===== src/rtl/regfile_pkg.sv =====
// Shared constants for the register file with issue-time busy scoreboard.
package regfile_pkg;

  localparam int unsigned DEF_WIDTH = 16;
  localparam int unsigned DEF_DEPTH = 8;
  localparam int unsigned ZERO_REG  = 0;

endpackage


===== src/rtl/rf_scoreboard.sv =====
// Busy-bit scoreboard: per-register pending-write flags, their popcount and a sticky
// error for writes that arrive at a register nobody reserved.
module rf_scoreboard
  import regfile_pkg::*;
#(
  parameter int unsigned DEPTH = DEF_DEPTH,
  parameter int unsigned AW    = $clog2(DEPTH)
) (
  input  logic          clk,
  input  logic          rst_n,
  input  logic          wr_en,
  input  logic [AW-1:0] wr_addr,
  input  logic          alloc_en,
  input  logic [AW-1:0] alloc_addr,
  input  logic          flush,
  input  logic [AW-1:0] rd_addr_a,
  input  logic [AW-1:0] rd_addr_b,
  output logic          rd_busy_a,
  output logic          rd_busy_b,
  output logic [AW:0]   busy_count,
  output logic          err_unalloc
);

  logic [DEPTH-1:0] busy_q;
  logic [DEPTH-1:0] busy_d;
  logic [AW:0]      count_d;
  logic             wr_hit;
  logic             alloc_hit;
  logic             same_dst;
  logic             err_set;

  assign wr_hit    = wr_en && (wr_addr != AW'(ZERO_REG));
  assign alloc_hit = alloc_en && (alloc_addr != AW'(ZERO_REG));
  assign same_dst  = wr_hit && alloc_hit && (wr_addr == alloc_addr);

  // Allocation is applied after the write clear so a new producer wins; flush wins over both.
  always_comb begin
    busy_d = busy_q;
    if (wr_hit) busy_d[wr_addr] = 1'b0;
    if (alloc_hit) busy_d[alloc_addr] = 1'b1;
    if (flush) busy_d = '0;
    busy_d[AW'(ZERO_REG)] = 1'b0;
  end

  always_comb begin
    count_d = '0;
    for (int i = 0; i < DEPTH; i++) begin
      count_d = count_d + (AW + 1)'(busy_d[i]);
    end
  end

  assign err_set = wr_hit && !busy_q[wr_addr] && !flush && !same_dst;

  // A same-cycle write releases the register early unless it is re-reserved this cycle.
  assign rd_busy_a = busy_q[rd_addr_a] &&
                     !(wr_hit && (wr_addr == rd_addr_a) &&
                       !(alloc_hit && (alloc_addr == rd_addr_a)));
  assign rd_busy_b = busy_q[rd_addr_b] &&
                     !(wr_hit && (wr_addr == rd_addr_b) &&
                       !(alloc_hit && (alloc_addr == rd_addr_b)));

  always_ff @(posedge clk or negedge rst_n) begin
    if (!rst_n) begin
      busy_q      <= '0;
      busy_count  <= '0;
      err_unalloc <= 1'b0;
    end else begin
      busy_q     <= busy_d;
      busy_count <= count_d;
      if (err_set) err_unalloc <= 1'b1;
    end
  end

endmodule


===== src/rtl/regfile_scoreboard.sv =====
// Two-read/one-write register file with write-to-read bypass, R0 hardwired to zero,
// and a busy scoreboard tracking outstanding destination reservations.
module regfile_scoreboard
  import regfile_pkg::*;
#(
  parameter int unsigned WIDTH = DEF_WIDTH,
  parameter int unsigned DEPTH = DEF_DEPTH,
  parameter int unsigned AW    = $clog2(DEPTH)
) (
  input  logic             clk,
  input  logic             rst_n,
  input  logic [AW-1:0]    rd_addr_a,
  input  logic [AW-1:0]    rd_addr_b,
  output logic [WIDTH-1:0] rd_data_a,
  output logic [WIDTH-1:0] rd_data_b,
  output logic             rd_busy_a,
  output logic             rd_busy_b,
  input  logic             wr_en,
  input  logic [AW-1:0]    wr_addr,
  input  logic [WIDTH-1:0] wr_data,
  input  logic             alloc_en,
  input  logic [AW-1:0]    alloc_addr,
  input  logic             flush,
  output logic [AW:0]      busy_count,
  output logic             err_unalloc
);

  logic [WIDTH-1:0] regs_q [DEPTH];
  logic             wr_hit;

  assign wr_hit = wr_en && (wr_addr != AW'(ZERO_REG));

  // R0 is never written, so its reset value keeps it reading as zero.
  always_ff @(posedge clk or negedge rst_n) begin
    if (!rst_n) begin
      for (int i = 0; i < DEPTH; i++) regs_q[i] <= '0;
    end else if (wr_hit) begin
      regs_q[wr_addr] <= wr_data;
    end
  end

  assign rd_data_a = (wr_hit && (wr_addr == rd_addr_a)) ? wr_data : regs_q[rd_addr_a];
  assign rd_data_b = (wr_hit && (wr_addr == rd_addr_b)) ? wr_data : regs_q[rd_addr_b];

  rf_scoreboard #(
    .DEPTH(DEPTH),
    .AW   (AW)
  ) u_scoreboard (
    .clk        (clk),
    .rst_n      (rst_n),
    .wr_en      (wr_en),
    .wr_addr    (wr_addr),
    .alloc_en   (alloc_en),
    .alloc_addr (alloc_addr),
    .flush      (flush),
    .rd_addr_a  (rd_addr_a),
    .rd_addr_b  (rd_addr_b),
    .rd_busy_a  (rd_busy_a),
    .rd_busy_b  (rd_busy_b),
    .busy_count (busy_count),
    .err_unalloc(err_unalloc)
  );

endmodule


===== config.mk =====
export PLATFORM = sky130hd
export DESIGN_NAME = regfile_scoreboard
export DESIGN_NICKNAME = d
export VERILOG_FILES = /design/src/rtl/regfile_pkg.sv /design/src/rtl/rf_scoreboard.sv /design/src/rtl/regfile_scoreboard.sv
export SDC_FILE = /design/constraint.sdc
export NUM_CORES = 1
export LEC_CHECK = 0
export CAP_MARGIN = 20
export CORE_UTILIZATION = 45
export DETAILED_ROUTE_END_ITERATION = 16
export SLEW_MARGIN = 10
export SYNTH_ARGS = -nofsm -noshare
export SYNTH_HDL_FRONTEND = slang
export SYNTH_SLANG_ARGS = --single-unit

===== constraint.sdc =====
create_clock -name clk -period 3.35 [get_ports clk]
set_clock_uncertainty 0.05 [all_clocks]
set_input_delay 0.335 -clock clk [delete_from_list [all_inputs] [get_ports clk]]
set_output_delay 0.335 -clock clk [all_outputs]
set_load 0.03 [all_outputs]

Yosys cells after proc, flatten, opt, wreduce, memory -nomap -nowiden
Index checks and enable logic that the tools add are counted.
{"block": "totals", "output_inout_bits": 39, "register_bits": 140}
{"block": "op_classes", "n_reduce_logical": 27, "n_addsub": 6, "muxes": 24, "bitwise_logic": 6, "eq_ne": 5, "order_cmp": 10}
{"op": "$bwmux 128", "count": 1}
{"op": "$mux 16", "count": 7}
{"op": "$bmux 16 s3", "count": 2}
{"op": "$demux 16 s3", "count": 1}
{"op": "$mux 8", "count": 3}
{"op": "$add 4x1->4", "count": 5}
{"op": "$logic_and 1x1->1", "count": 18}
{"op": "$lt 3x4->1 const B", "count": 4}
{"op": "$eq 3x3->1", "count": 5}
{"op": "$ge 4x4->1 const B", "count": 3}
{"op": "$not 3->4", "count": 3}
{"op": "$bmux 1 s3", "count": 3}
{"op": "$and 8x8->8", "count": 1}
{"op": "$not 8->8", "count": 1}
{"op": "$or 8x8->8", "count": 1}
{"op": "$logic_not 1->1", "count": 7}
{"op": "$demux 1 s3", "count": 2}
{"op": "$ge 3x1->1 const B", "count": 2}
{"op": "$reduce_bool 3->1", "count": 2}
{"op": "$mux 1", "count": 5}
{"op": "$lt 4x1->1 const B", "count": 1}
{"op": "$add 1x1->2", "count": 1}

Depth between registers and ports, before layout
{"block": "logic_depth", "depth_word": 16, "depth_mapped": 16, "mapped_depth_nobuf": 13}

Modules after synthesis
From an unflattened synthesis, not the netlist that was laid out.
{"block": "hier_totals", "cells_unflattened": 551, "hier_area_um2": 8226.6}
{"mod": "regfile_scoreboard", "seq_area_each_um2": 3203.1, "instances": 1, "cells_each": 444, "area_per_inst_um2": 7229.4}
{"mod": "rf_scoreboard", "seq_area_each_um2": 275.3, "instances": 1, "cells_each": 107, "area_per_inst_um2": 997.2}

Worst setup path after synthesis
Ideal clock, no wire load.
{"block": "synth_path", "kind": "input to register", "start": "input wr_addr[1]", "end": "register u_scoreboard.busy_count[2]", "n_path_buf": 3, "path_stages": 16, "setup_slack_ns": -0.309, "setup_time_ns": 0.123, "t_arrival_ns": 3.486, "cell_sequence": "buf_6 -> buf_2 -> nand2_1 -> nor3_2 -> buf_2 -> o32a_1 -> nor2_1 -> ha_1 -> inv_1 -> fa_1 -> fa_1 -> inv_1 -> ha_1 -> inv_1 -> fa_1 -> xnor2_1"}
{"block": "synth_via", "elab_chain_cells": 16, "word_cells_on_any_way": 19, "classes_between": "6 x add/sub; 2 x order compare; 5 x mux; 3 x bitwise; 3 x reduce/logical"}
{"element": "start: declaration", "line": "regfile_scoreboard.sv:19", "text": "input logic [AW-1:0] wr_addr,"}
{"element": "$lt 3x4->1 (implied by the code) / $ge 3x1->1 (equally long branches)", "line": "rf_scoreboard.sv:39", "text": "if (wr_hit) busy_d[wr_addr] = 1'b0;"}
{"element": "$logic_and 1x1->1 (implied by the code)", "line": "rf_scoreboard.sv:39"}
{"element": "$mux 1 (implied by the code)", "line": "rf_scoreboard.sv:39"}
{"element": "$demux 1 s3"}
{"element": "$not 8->8 (no source line)"}
{"element": "$and 8x8->8 (no source line)"}
{"element": "$mux 8 (*)", "line": "rf_scoreboard.sv:39"}
{"element": "$or 8x8->8 (no source line)"}
{"element": "$mux 8 (*)", "line": "rf_scoreboard.sv:40", "text": "if (alloc_hit) busy_d[alloc_addr] = 1'b1;"}
{"element": "$mux 8 (*)", "line": "rf_scoreboard.sv:41", "text": "if (flush) busy_d = '0;"}
{"element": "net u_scoreboard.busy_d[2]", "line": "rf_scoreboard.sv:25", "text": "logic [DEPTH-1:0] busy_d;"}
{"element": "$add 1x1->2 (*)", "line": "rf_scoreboard.sv:48", "text": "count_d = count_d + (AW + 1)'(busy_d[i]);"}
{"element": "$add 4x1->4 (*) (5 in series)", "line": "rf_scoreboard.sv:48"}
{"element": "net u_scoreboard.count_d[2]", "line": "rf_scoreboard.sv:26", "text": "logic [AW:0] count_d;"}
{"element": "end signal: assignment", "line": "rf_scoreboard.sv:69", "text": "busy_count <= count_d;"}
{"element": "end: declaration", "line": "rf_scoreboard.sv:20", "text": "output logic [AW:0] busy_count,"}
The timed path passes the listed nets; every way through them passes the cells marked *.
A chain may end at the register's enable or synchronous reset.

Worst setup path in the final report
{"block": "layout_path", "start": "input wr_en", "end": "register u_scoreboard.busy_count[2]"}
{"block": "layout_via", "elab_chain_cells": 11}
{"element": "start: declaration", "line": "regfile_scoreboard.sv:18", "text": "input logic wr_en,"}
{"element": "$logic_and 1x1->1 (*)", "line": "rf_scoreboard.sv:32", "text": "assign wr_hit = wr_en && (wr_addr != AW'(ZERO_REG));"}
{"element": "$mux 8 (*)", "line": "rf_scoreboard.sv:39"}
{"element": "$or 8x8->8 (no source line)"}
{"element": "$mux 8 (*)", "line": "rf_scoreboard.sv:40"}
{"element": "$mux 8 (*)", "line": "rf_scoreboard.sv:41"}
{"element": "net u_scoreboard.busy_d[1]", "line": "rf_scoreboard.sv:25"}
{"element": "$add 1x1->2 (*)", "line": "rf_scoreboard.sv:48"}
{"element": "$add 4x1->4 (*) (5 in series)", "line": "rf_scoreboard.sv:48"}
{"element": "net u_scoreboard.count_d[2]", "line": "rf_scoreboard.sv:26"}
Marked as above.

==> qor.yml <==
cts.path.max_buffers: 2
clk_pin_slew_worst_paths_ps: 60
grt_setup_unrepaired: "false"
synth_edf_count: 0
critPathBufInv: 4
failed_checks: "hold timing"
fmax_mhz: 312
cts_resized: 10
nFillCells: 1368
critPathLaunchType: "input pin"
routed_wl_um: 19800
die_height_um: 136
crit_chain: "clkdlybuf4s50_1, nor4bb_4, nand2b_1, a21oi_1, ha_1, inv_1, fa_1, fa_1, inv_1, ha_2, inv_2, fa_1, xnor2_1"
io_buffer_count: 71
final_common_cell: "mux2_2"
die_area_um2: 18400
clkLatencyLatePin_ps: 420
overflow: 0
cellLeakagePower_nw: 4.30
ys_seq_elements: 140
drive_above_1_share_pct: 48.6
critPathKind: "input pin to register"
crit_required_ps: 3610
die_w_um: 136
hold_viol: 29
maxCapViolCount: 0
dp_hpwl_um: 12600
routedWlPerCell_um: 22.5
min_period_ps: 3210
syn2layout_area_growth_pct: 22.4
antenna_found_initial: 0
crit_path_max_incr_delay_ps: 570
pin_count: 72
avgSynthCellArea_um2: 14.0
fin_crit_sh_pct: 95.7
p_per_area_nw_per_um2: 605
ys_warn_count: 0
synth_ff_type: "dfrtp_1"
synth_nets: 614
grt_pass1_vias: 5563
critPathTopFamily: "adder cells"
cts_hold_buf: 0
cp-end-kind: "register"
layout_common_cells: "mux2_2 (151), dfrtp_1 (140), mux4_2 (67)"
ys_types: 42
core_region_area_um2: 17400
power_frac_seq_pct: 37.4
numCtsBuffers: 17
drc_errors: 0
holdCritPathClass: "input pin to asynchronous set/reset pin"
grt_usage_pct: 23.6
rows: 48
yosysSeqAreaShare_pct: 43.6
place_congestion: 0.781
peakVddDrop_mv: 0.360
setup_violations: 0
grt_max_degree: 98
p_clk_share_pct: 37.3
initial_core_util_pct: 46.3
whs_ps: -52.7
drv_slew: 0
post-cts-setup-buffers: 0
grt_first_pass_wirelength_um: 31600
slew_headroom_pct: 38.1
status: "complete, but fails checks"
cts_tree: "built"
cp_data_arrival_time_ps: 3470
syn_area_um2: 8030
finalSetupTns_ps: 0
cts_root_buffer: "clkbuf_16"
htreeDepth: 4
diodes: 0
final_nets: 685
cp_slowest_cell: "clkdlybuf4s50_1"
drtIter0Drc: 232
p_sw_mw: 1.60
firstDrtPassIters: 6
netlist_instances: 574
switching_share_pct: 26.9
intPower_mw: 4.35
vias: 5171
cpMostUsedCell: "fa_1"
ant_nets: 0
vias_per_cell: 5.86
cts_sinks: 140
comb_power_share_pct: 25.3
tightest_slew_ps: 928
path_max_fanout: 4
async_reset_ff_share_pct: 100
fin_util_pct: 56.7
[worst paths after layout]
| check | start | to | slack, ps | cells after the start |
|---|---|---|---|---|
| min reg2reg | regs_q[126] | regs_q[126] | 350 | 0 |
| min in group clk | regs_q[126] | regs_q[126] | 350 | 0 |
| max | wr_en | u_scoreboard.busy_count[2] | 140 | 13 |
| min | rst_n | regs_q[88] | -50 | 1 |
| max in group asynchronous | rst_n | regs_q[52] | 2490 | 2 |
| max reg2reg | u_scoreboard.busy_q[2] | u_scoreboard.busy_count[2] | 450 | 12 |
[metrics by stage]
| step | instance area, um^2 | std cells | power, mW | worst slack [ps] |
|---|---|---|---|---|
| 2_1_floorplan | 8070 | 574 | 3.28 | -56.0 |
| 3_3_place_gp | 9130 | 851 | 3.75 | -264 |
| 3_5_place_dp | 9130 | 851 | 3.79 | -324 |
| 4_1_cts | 9800 | 883 | 6.01 | 40.0 |
| 5_1_grt | 9830 | 883 | 6.21 | 6.93 |
| 6_report | 9830 | 883 | 5.95 | 143 |
[area by class of cell]
cell class	count	area, um^2	share of cell area [%]
Timing Repair Buffer	110	1070	10.9
Multi-Input combinational cell	362	4230	43.1
Clock buffer	21	450	4.58
Sequential cell	140	3500	35.6
Clock inverter	11	239	2.43
Tap cell	225	282	2.86
Inverter	14	52.6	0.534
[worst reg2reg max path: stages, from the launching register on]
cell and delay (ps):
dfrtp_1 450, inv_1 70, o32a_1 150, nor2_1 130
ha_1 240, inv_1 70, fa_1 420, fa_1 430
inv_1 70, ha_2 170, inv_2 40, fa_1 370
xnor2_1 140
[cells in the mapped netlist (3+ instances only)]
cell / count / area [um^2]
a21o_1: 5 / 37.5
a21oi_1: 8 / 40.0
buf_1: 3 / 11.3
buf_2: 20 / 100
clkbuf_1: 31 / 116
dfrtp_1: 140 / 3500
fa_1: 3 / 60.1
ha_1: 4 / 50.1
inv_1: 13 / 48.8
mux2_2: 151 / 1700
mux2_4: 9 / 135
mux2i_1: 3 / 30.0
mux4_2: 67 / 1510
nand2_1: 59 / 221
nand3_1: 5 / 25.0
nand4b_1: 3 / 26.3
nor2_1: 3 / 11.3
nor2b_1: 4 / 25.0
xnor2_1: 5 / 43.8
xor2_1: 9 / 78.8
[kinds of logic after synthesis]
kind of cell | after synthesis | synth area share, %
AOI/OAI and AO/OA | 23 | 2.18
xor gates and xnor gates | 14 | 1.53
adders and majority gates | 7 | 1.37
buffers and inverters | 72 | 4.07
DFF | 140 | 43.6
muxes | 230 | 42.0
and+or+nand+nor | 88 | 5.23
[metal layers]
layer	vias up	part of all wire, %	GRT usage [%]
met4	0	1.3	6.49
met1	2731	44	31.6
met2	137	50	38.6
met5	-	0	0
met3	25	4.6	5.20
li1	2278	-	-
[power groups by stage]
stage          clock (mW)  sequential, mW  combinational (mW)
2_1_floorplan           0            2.17                1.11
3_3_place_gp            0            2.23                1.52
3_5_place_dp            0            2.24                1.55
4_1_cts              2.26            2.22                1.53
5_1_grt              2.33            2.26                1.62
6_report             2.22            2.23                1.51
[registers in the layout, summed over array words and instances (netlist names)]
signal / cells
u_scoreboard.busy_q: 7
u_scoreboard.err_unalloc: 1
regs_q: 128
u_scoreboard.busy_count: 4
Note: power is estimated with default switching activity, not from simulation.
